## src/rtl/datapath_exec_if.sv

```systemverilog
// datapath_exec_if -- operand/opcode bus for datapath_exec.
//
// Carries the per-cycle control word (tx, ty, tz, tula), the external
// operand (entrada) and every observable result of the datapath.
//   master : drives opcodes and entrada, observes results (controller / bench)
//   slave  : the datapath itself
// Signals:
//   tx, ty, tz [4:0]   register X/Y/Z opcodes
//   tula [4:0]         ALU operation select
//   entrada [WIDTH]    external operand loaded into X
//   rx, ry, rz [WIDTH] register contents
//   ula [WIDTH]        combinational ALU result
//   flag_zero          last ALU result loaded into Y was zero
//   flag_carry         carry/borrow of last ALU result loaded into Y
//   erro               sticky invalid-opcode indicator
interface datapath_exec_if #(
    parameter int WIDTH = 8
);
    logic [4:0]       tx;
    logic [4:0]       ty;
    logic [4:0]       tz;
    logic [4:0]       tula;
    logic [WIDTH-1:0] entrada;
    logic [WIDTH-1:0] rx;
    logic [WIDTH-1:0] ry;
    logic [WIDTH-1:0] rz;
    logic [WIDTH-1:0] ula;
    logic             flag_zero;
    logic             flag_carry;
    logic             erro;

    modport master (
        output tx, ty, tz, tula, entrada,
        input  rx, ry, rz, ula, flag_zero, flag_carry, erro
    );

    modport slave (
        input  tx, ty, tz, tula, entrada,
        output rx, ry, rz, ula, flag_zero, flag_carry, erro
    );
endinterface

```

## src/rtl/datapath_exec.sv

```systemverilog
// datapath_exec -- three-register datapath (X, Y, Z) around a small ALU.
//
// Every rising clock edge each register applies its own opcode
// (CLEAR / LOAD / HOLD / SHIFTL, plus SHIFTR when enabled). Load sources:
// X <- entrada, Y <- ALU result, Z <- Y. All sources are sampled from the
// pre-edge register values. The ALU is purely combinational on (rx, ry, tula).
// Zero/carry flags track the ALU result only on edges where Y loads it.
// Undefined register opcodes act as HOLD and set the sticky erro bit; an
// undefined ALU code only sets erro when Y actually consumes the result.
//
// Ports:
//   clock  sole clock, rising edge
//   reset  asynchronous, active-high; clears all registers, flags and erro
//   bus    datapath_exec_if.slave (opcodes, entrada, results)
//
// Configuration macro: DATAPATH_EXEC_SHIFTR_EN
//   defined   -> register opcode 4 is SHIFTR (logical right shift by one)
//   undefined -> register opcode 4 is invalid (HOLD + erro)
module datapath_exec #(
    parameter int WIDTH = 8
) (
    input  logic              clock,
    input  logic              reset,
    datapath_exec_if.slave    bus
);
    localparam logic [4:0] OP_CLEAR  = 5'd0;
    localparam logic [4:0] OP_LOAD   = 5'd1;
    localparam logic [4:0] OP_HOLD   = 5'd2;
    localparam logic [4:0] OP_SHIFTL = 5'd3;
`ifdef DATAPATH_EXEC_SHIFTR_EN
    localparam logic [4:0] OP_SHIFTR = 5'd4;
`endif

    localparam logic [4:0] ALU_ADD  = 5'd0;
    localparam logic [4:0] ALU_SUB  = 5'd1;
    localparam logic [4:0] ALU_AND  = 5'd2;
    localparam logic [4:0] ALU_OR   = 5'd3;
    localparam logic [4:0] ALU_XOR  = 5'd4;
    localparam logic [4:0] ALU_PASS = 5'd5;

    logic [WIDTH-1:0] rx_q, rx_d;
    logic [WIDTH-1:0] ry_q, ry_d;
    logic [WIDTH-1:0] rz_q, rz_d;
    logic             flag_zero_q, flag_zero_d;
    logic             flag_carry_q, flag_carry_d;
    logic             erro_q, erro_d;

    logic [WIDTH-1:0] ula_res;
    logic             ula_carry;
    logic             ula_bad;
    logic [WIDTH:0]   sum_ext;
    logic             bad_x, bad_y, bad_z;

    // Shared per-register opcode decode; bad flags an undefined opcode,
    // in which case the register keeps its value.
    function automatic logic [WIDTH-1:0] reg_next(
        input  logic [4:0]       op,
        input  logic [WIDTH-1:0] cur,
        input  logic [WIDTH-1:0] src,
        output logic             bad
    );
        logic [WIDTH-1:0] nxt;
        nxt = cur;
        bad = 1'b0;
        case (op)
            OP_CLEAR:  nxt = '0;
            OP_LOAD:   nxt = src;
            OP_HOLD:   nxt = cur;
            OP_SHIFTL: nxt = {cur[WIDTH-2:0], 1'b0};
`ifdef DATAPATH_EXEC_SHIFTR_EN
            OP_SHIFTR: nxt = {1'b0, cur[WIDTH-1:1]};
`endif
            default:   bad = 1'b1;
        endcase
        return nxt;
    endfunction

    // ALU: operands are always the current register outputs.
    always_comb begin
        sum_ext   = {1'b0, ry_q} + {1'b0, rx_q};
        ula_res   = '0;
        ula_carry = 1'b0;
        ula_bad   = 1'b0;
        case (bus.tula)
            ALU_ADD: begin
                ula_res   = sum_ext[WIDTH-1:0];
                ula_carry = sum_ext[WIDTH];
            end
            ALU_SUB: begin
                ula_res   = ry_q - rx_q;
                ula_carry = (ry_q < rx_q);
            end
            ALU_AND:  ula_res = ry_q & rx_q;
            ALU_OR:   ula_res = ry_q | rx_q;
            ALU_XOR:  ula_res = ry_q ^ rx_q;
            ALU_PASS: ula_res = rx_q;
            default:  ula_bad = 1'b1;
        endcase
    end

    always_comb begin
        rx_d = reg_next(bus.tx, rx_q, bus.entrada, bad_x);
        ry_d = reg_next(bus.ty, ry_q, ula_res, bad_y);
        rz_d = reg_next(bus.tz, rz_q, ry_q, bad_z);

        flag_zero_d  = flag_zero_q;
        flag_carry_d = flag_carry_q;
        if (bus.ty == OP_LOAD) begin
            flag_zero_d  = (ula_res == '0);
            flag_carry_d = ula_carry;
        end

        // An undefined ALU code only matters when Y consumes the result.
        erro_d = erro_q | bad_x | bad_y | bad_z
               | (ula_bad & (bus.ty == OP_LOAD));
    end

    always_ff @(posedge clock or posedge reset) begin
        if (reset) begin
            rx_q         <= '0;
            ry_q         <= '0;
            rz_q         <= '0;
            flag_zero_q  <= 1'b0;
            flag_carry_q <= 1'b0;
            erro_q       <= 1'b0;
        end else begin
            rx_q         <= rx_d;
            ry_q         <= ry_d;
            rz_q         <= rz_d;
            flag_zero_q  <= flag_zero_d;
            flag_carry_q <= flag_carry_d;
            erro_q       <= erro_d;
        end
    end

    assign bus.rx         = rx_q;
    assign bus.ry         = ry_q;
    assign bus.rz         = rz_q;
    assign bus.ula        = ula_res;
    assign bus.flag_zero  = flag_zero_q;
    assign bus.flag_carry = flag_carry_q;
    assign bus.erro       = erro_q;
endmodule

```

## src/flat_wrapper.sv

```systemverilog
// flat-port wrapper written by rule: the top's interface ports become plain ports
module datapath_exec_flat 
#(
    parameter int WIDTH = 8
)
  (clock, reset, bus_tx, bus_ty, bus_tz, bus_tula, bus_entrada, bus_rx, bus_ry, bus_rz, bus_ula, bus_flag_zero, bus_flag_carry, bus_erro);
  datapath_exec_if #(.WIDTH(WIDTH)) bus_i ();
  input  logic clock;
  input  logic reset;
  input wire logic [$bits(bus_i.tx)-1:0] bus_tx;
  input wire logic [$bits(bus_i.ty)-1:0] bus_ty;
  input wire logic [$bits(bus_i.tz)-1:0] bus_tz;
  input wire logic [$bits(bus_i.tula)-1:0] bus_tula;
  input wire logic [$bits(bus_i.entrada)-1:0] bus_entrada;
  output wire logic [$bits(bus_i.rx)-1:0] bus_rx;
  output wire logic [$bits(bus_i.ry)-1:0] bus_ry;
  output wire logic [$bits(bus_i.rz)-1:0] bus_rz;
  output wire logic [$bits(bus_i.ula)-1:0] bus_ula;
  output wire logic [$bits(bus_i.flag_zero)-1:0] bus_flag_zero;
  output wire logic [$bits(bus_i.flag_carry)-1:0] bus_flag_carry;
  output wire logic [$bits(bus_i.erro)-1:0] bus_erro;
  assign bus_i.tx = bus_tx;
  assign bus_i.ty = bus_ty;
  assign bus_i.tz = bus_tz;
  assign bus_i.tula = bus_tula;
  assign bus_i.entrada = bus_entrada;
  assign bus_rx = bus_i.rx;
  assign bus_ry = bus_i.ry;
  assign bus_rz = bus_i.rz;
  assign bus_ula = bus_i.ula;
  assign bus_flag_zero = bus_i.flag_zero;
  assign bus_flag_carry = bus_i.flag_carry;
  assign bus_erro = bus_i.erro;
  datapath_exec #(.WIDTH(WIDTH)) u_core (.clock(clock), .reset(reset), .bus(bus_i));
endmodule
```

## config.mk

```make
export PLATFORM = sky130hd
export DESIGN_NAME = datapath_exec_flat
export DESIGN_NICKNAME = d
export VERILOG_FILES = /design/src/rtl/datapath_exec_if.sv /design/src/rtl/datapath_exec.sv /design/src/flat_wrapper.sv
export SDC_FILE = /design/constraint.sdc
export NUM_CORES = 1
export LEC_CHECK = 0
export CAP_MARGIN = 20
export CORE_MARGIN = 2
export CORE_UTILIZATION = 40
export CTS_CLUSTER_SIZE = 25
export DETAILED_ROUTE_END_ITERATION = 10
export HOLD_SLACK_MARGIN = 0.02
export PLACE_DENSITY = 0.79
export SYNTH_ARGS = -nofsm -noshare
export SYNTH_HDL_FRONTEND = slang
export SYNTH_SLANG_ARGS = --single-unit
```

## constraint.sdc

```tcl
create_clock -name clock -period 3.65 [get_ports clock]
set_clock_uncertainty 0.1 [all_clocks]
set_input_delay 0.365 -clock clock [delete_from_list [all_inputs] [get_ports clock]]
set_output_delay 0.365 -clock clock [all_outputs]
set_load 0.02 [all_outputs]
```

After elaboration in Yosys (flattened, before gate mapping)
Index checks and enable logic that the tools add are counted.
{ "op_classes": {"n_addsub": 2, "multipliers": 0, "n_div": 0, "magnitude_cmp": 1, "n_eq_ne": 14, "shift": 0, "n_mux": 9, "n_bitwise": 8, "reduce_logical": 12} }
{ "ops": {"columns": ["operator", "n"], "rows": [
  ["$pmux W8 S3", 3],
  ["$pmux W8 S6", 1],
  ["$eq A5 B2 Y1 const B", 8],
  ["$eq A5 B1 Y1 const B", 4],
  ["$logic_not A5 Y1", 4],
  ["$reduce_or A4 Y1", 3],
  ["$eq A5 B3 Y1 const B", 2],
  ["$add A8 B8 Y9", 1],
  ["$reduce_bool A3 Y1", 3],
  ["$and A8 B8 Y8", 1],
  ["$logic_not A8 Y1", 1],
  ["$lt A8 B8 Y1", 1],
  ["$or A8 B8 Y8", 1],
  ["$sub A8 B8 Y8", 1],
  ["$xor A8 B8 Y8", 1],
  ["$reduce_or A6 Y1", 1],
  ["$mux W1", 4],
  ["$or A1 B1 Y1", 4],
  ["$pmux W1 S2", 1],
  ["$and A1 B1 Y1", 1]
]} }
{ "totals": {"regBits": 27, "latchBits": 0, "mem_bits_rw": 0, "rom_bits": 0, "output_inout_bits": 35, "memories": 0} }

Logic depth before layout (Yosys ltp)
{ "depth": {"word_depth": 7, "ltp_mapped": 11, "mapped_depth_nobuf": 11} }

Least setup slack after synthesis
OpenSTA, ideal clock, no wires.
{ "synth_path": {"path_kind": "reg2reg", "startpoint": "reg u_core.rx_q[0], in the netlist u_core.bus.rx[0]", "endpoint": "reg u_core.flag_zero_q, in the netlist u_core.bus.flag_zero", "setup_ps": 105, "arrival_time_ps": 3168, "setup_slack_ps": 278, "stages_incl_launch_ff": 11, "path_buffers": 0, "cell_sequence": "dfrtp_1 > ha_1 > inv_1 > fa_1 > inv_1 > mux4_2 > a22oi_2 > inv_2 > or4_1 > or4_1 > o41ai_2"} }
{ "synth_via": {"elab_chain_len": 3, "word_cells_on_any_way": 7, "classes_between": "add/sub (2); mux (1); bitwise (3); reduce/logical (1)"} }
{ "synth_rtl": {"columns": ["item", "line_no", "source"], "rows": [
  ["start: declaration", "datapath_exec.sv:41", "logic [WIDTH-1:0] rx_q, rx_d;"],
  ["start signal: assignment", "datapath_exec.sv:127", "rx_q <= rx_d;"],
  ["$sub A8 B8 Y8 or $add A8 B8 Y9 (tied branches)", "datapath_exec.sv:90, datapath_exec.sv:80", null],
  ["$pmux W8 S6 *", "datapath_exec.sv:84", "case (bus.tula)"],
  ["net bus_ula[1]", "flat_wrapper.sv:18", "output wire logic [$bits(bus_i.ula)-1:0] bus_ula;"],
  ["$logic_not A8 Y1 *", "datapath_exec.sv:109", "flag_zero_d = (ula_res == '0);"],
  ["end signal: assignment", "datapath_exec.sv:130", "flag_zero_q <= flag_zero_d;"],
  ["end: declaration", "datapath_exec.sv:44", "logic flag_zero_q, flag_zero_d;"]
]} }
The timed path passes the listed nets; every way through them passes the cells marked *.
A chain may end at the register's enable or synchronous reset.

Worst setup path in the final report
{ "layout_path": {"startpoint": "reg u_core.rx_q[1], in the netlist u_core.bus.rx[1]", "endpoint": "out bus_ula[7]"} }
{ "layout_via": {"elab_chain_len": 2, "word_cells_on_any_way": 3, "classes_between": "add/sub (2); mux (1)"} }
{ "layout_rtl": {"columns": ["item", "line_no"], "rows": [
  ["$sub A8 B8 Y8 or $add A8 B8 Y9 (tied branches)", "datapath_exec.sv:90, datapath_exec.sv:80"],
  ["$pmux W8 S6 *", "datapath_exec.sv:84"],
  ["end: declaration", "flat_wrapper.sv:18"]
]} }
Every way passes the cells marked *; elsewhere a longest branch is shown, timed or not.

==> results_dict.tcl <==
set metrics [dict create \
    layout_commonest_cell "clkdlybuf4s50_1" \
    routedWlPerCell_um 16.0 \
    fill_cells 544 \
    globalRouteMet1Util_pct 29.8 \
    reg2reg_slack_ps 280 \
    yosys_most_used_dff "dfrtp_1" \
    cts_max_path_buffers 2 \
    yosysTopAreaCell "dfrtp_1" \
    synth.top_cell.area_share_pct 27.8 \
    max-vdd-ir-drop_uv 192 \
    grt_pass1_vias 2301 \
    grt_overflow 0 \
    ios 65 \
    use_met3_pct 3.19 \
    p_leak_uw 0.00146 \
    fin_nets 422 \
    clk_pin_slew_ps 100 \
    diodes 0 \
    drc_errors 0 \
    final_util_pct 56.5 \
    status "complete, no violations" \
    rr_worst_depth 10 \
    fin_crit_sh_pct 96.2 \
    hold_buffers 0 \
    vias 2460 \
    synth_area_leaders "dfrtp_1, ha_1, mux2i_1, o21ai_0, nand2_1" \
    first_iter_violations 165 \
    seq_area_um2 676 \
    start_util_pct 41.2 \
    dp_hpwl_um 5650 \
    busiest_layer "met2" \
    ant_nets 0 \
    synth_seq_cells 27 \
    finalSetupViolCount 0 \
    wirelength_um 7040 \
    yosys_warnings 0 \
    cp_num_buf_inv 2 \
    cts_num_sinks 27 \
    yosysSeqAreaShare_pct 27.8 \
    layout_common_cells "clkdlybuf4s50_1, nand2_1, o21ai_0" \
    clk_latency_ps 280 \
    cts_root_buf "clkbuf_8" \
    die_x_um 81.9 \
    cts_buffers 3 \
    critPathMaxStageDelay_ps 690 \
    crit_arrival_ps 3040 \
    drv_cap 0 \
    slew_violations 0 \
    grt_max_degree 28 \
    synth_fp_nets 345 \
    crit_chain "inv_1 > ha_1 > a21oi_1 > o211ai_1 > o31ai_1 > xor2_1 > o211ai_1 > clkdlybuf4s50_1" \
    crit-reg2reg-launch "u_core.bus.ry[0]" \
    multiInputGateArea_um2 1610 \
    worst-slew-pin-transition_ps 572 \
    coreArea_um2 5890 \
    dieArea_um2 6700 \
    place_congestion 0.944 \
    crit_family "compound AO/OA/AOI/OAI gates" \
    met2_usage_pct 35.7 \
    slew_headroom_pct 61.6 \
    max_freq_mhz 285 \
    design_area_um2 3320 \
    hold_viol_final 0 \
    ys_async_sr_fraction_pct 100 \
    worstPathRequired_ps 3180 \
    cp_max_fo 4 \
    synth_cells 288 \
    die_y_um 81.9 \
    row_count 28 \
    port_buffers 64 \
    rsz0062_at_grt "false" \
    dr.pass1.iters 4 \
    powerDensity_nw_per_um2 354 \
    p_total_uw 1180 \
    layout-drive-gt1-share_pct 7.69 \
    antenna_found_initial 0 \
    cts-htree-levels 1 \
    final.min_clock_period_ps 3510 \
    grt_usage_pct 21.6 \
    cts_tree "done" \
    min_path_type "input port to asynchronous set/reset pin" \
    slowest_stage "clkdlybuf4s50_1" \
    avgSynthCellArea_um2 8.42 \
    tns_ps 0 \
    ys_types 51 \
    crit_type "flip-flop to primary output" \
    synth_area_um2 2430 \
    timing.rr.end "u_core.bus.flag_zero" \
    synth_edf_count 0 \
    grt_pass1_wl_um 11200 \
    syn_to_final_growth_pct 37.0 \
    cp-end-kind "primary output" \
    viasPerCell 5.60 \
    cp_common_cell "o211ai_1" \
    place_area_um2 3240 \
    startpoint_type "flip-flop" \
]
[worst reg2reg max path: stages, from the launching register on]
cell,delay (ps)
dfrtp_1,440
inv_1,110
ha_1,220
inv_1,70
fa_1,410
mux4_2,480
a22oi_2,220
inv_2,50
or4_1,450
or4_1,530
o41ai_2,210
[repair_timing]
action / in CTS / in global routing
buffers inserted: 0 / 0
endpoints found under the setup margin: 0 / 2
resized for setup: 0 / 2
[flip-flops by register name (all words and copies together) (netlist names)]
| register | cells |
|---|---|
| u_core.bus.rz | 8 |
| u_core.bus.erro | 1 |
| u_core.bus.flag_zero | 1 |
| u_core.bus.ry | 8 |
| u_core.bus.flag_carry | 1 |
| u_core.bus.rx | 8 |
[per-stage QoR]
step	setup slack, ps	cells	hold slack [ps]
floorplan	278	288	318
global placement	351	434	373
detailed placement	285	434	388
CTS	54.3	438	411
global route	21.3	439	188
finish	140	439	178
[kinds of logic after synthesis]
group	Yosys count	share of synthesized area (%)
compound gates	95	25.4
simple gates	72	14.3
buf+inv	39	6.14
fa+ha+maj	27	14.5
flops	27	27.8
mux	23	10.0
xor+xnor	5	1.81
[worst max path at each step]
stage	slack (ps)	cells past startpoint	endpoint	startpoint
after global routing	20	9	bus_ula[4]	u_core.bus.ry[0]
final	140	8	bus_ula[7]	u_core.bus.rx[1]
after global placement	350	10	u_core.bus.flag_zero	u_core.bus.ry[0]
after CTS	50	9	bus_ula[7]	u_core.bus.ry[3]
after floorplan	280	10	u_core.bus.flag_zero	u_core.bus.rx[0]
after detailed placement	280	10	u_core.bus.flag_zero	u_core.bus.ry[0]
[layout make-up]
type	count	area share, %
timing repair buffer	80	23.6
multi-input combinational	222	48.3
clock buffer	3	1.24
sequential	27	20.3
clock inverter	1	0.226
tap	75	2.82
inverter	31	3.50
[synthesized netlist by cell type (all sizes together), types with 2 or more instances]
| cell | instances |
|---|---|
| xor2 | 2 |
| o21bai | 2 |
| mux2i | 22 |
| o21a | 2 |
| fa | 2 |
| nor3 | 6 |
| o31ai | 5 |
| buf | 2 |
| nand2b | 5 |
| a221oi | 2 |
| o41ai | 2 |
| xnor2 | 3 |
| a21o | 4 |
| a211oi | 2 |
| o21ai | 34 |
| clkbuf | 6 |
| nand2 | 31 |
| a22oi | 7 |
| nand3 | 2 |
| ha | 25 |
| or4 | 2 |
| inv | 30 |
| o21ba | 2 |
| a22o | 2 |
| nor2 | 13 |
| a21oi | 18 |
| dfrtp | 27 |
| or3 | 3 |
| nor2b | 4 |
| o211ai | 4 |
[layer usage]
metal	share of wire (%)	vias up
met5	0	-
met1	44	1170
li1	-	1175
met2	47	108
met4	1.4	0
met3	7.3	7
[power by group]
group / leakage, uW / internal [uW] / switching [uW] / total [uW]
clock network: 0.0000217 / 77.5 / 96.2 / 174
registers: 0.000357 / 334 / 39.1 / 374
logic: 0.00108 / 288 / 340 / 628
(Power assumes the default switching activity.)
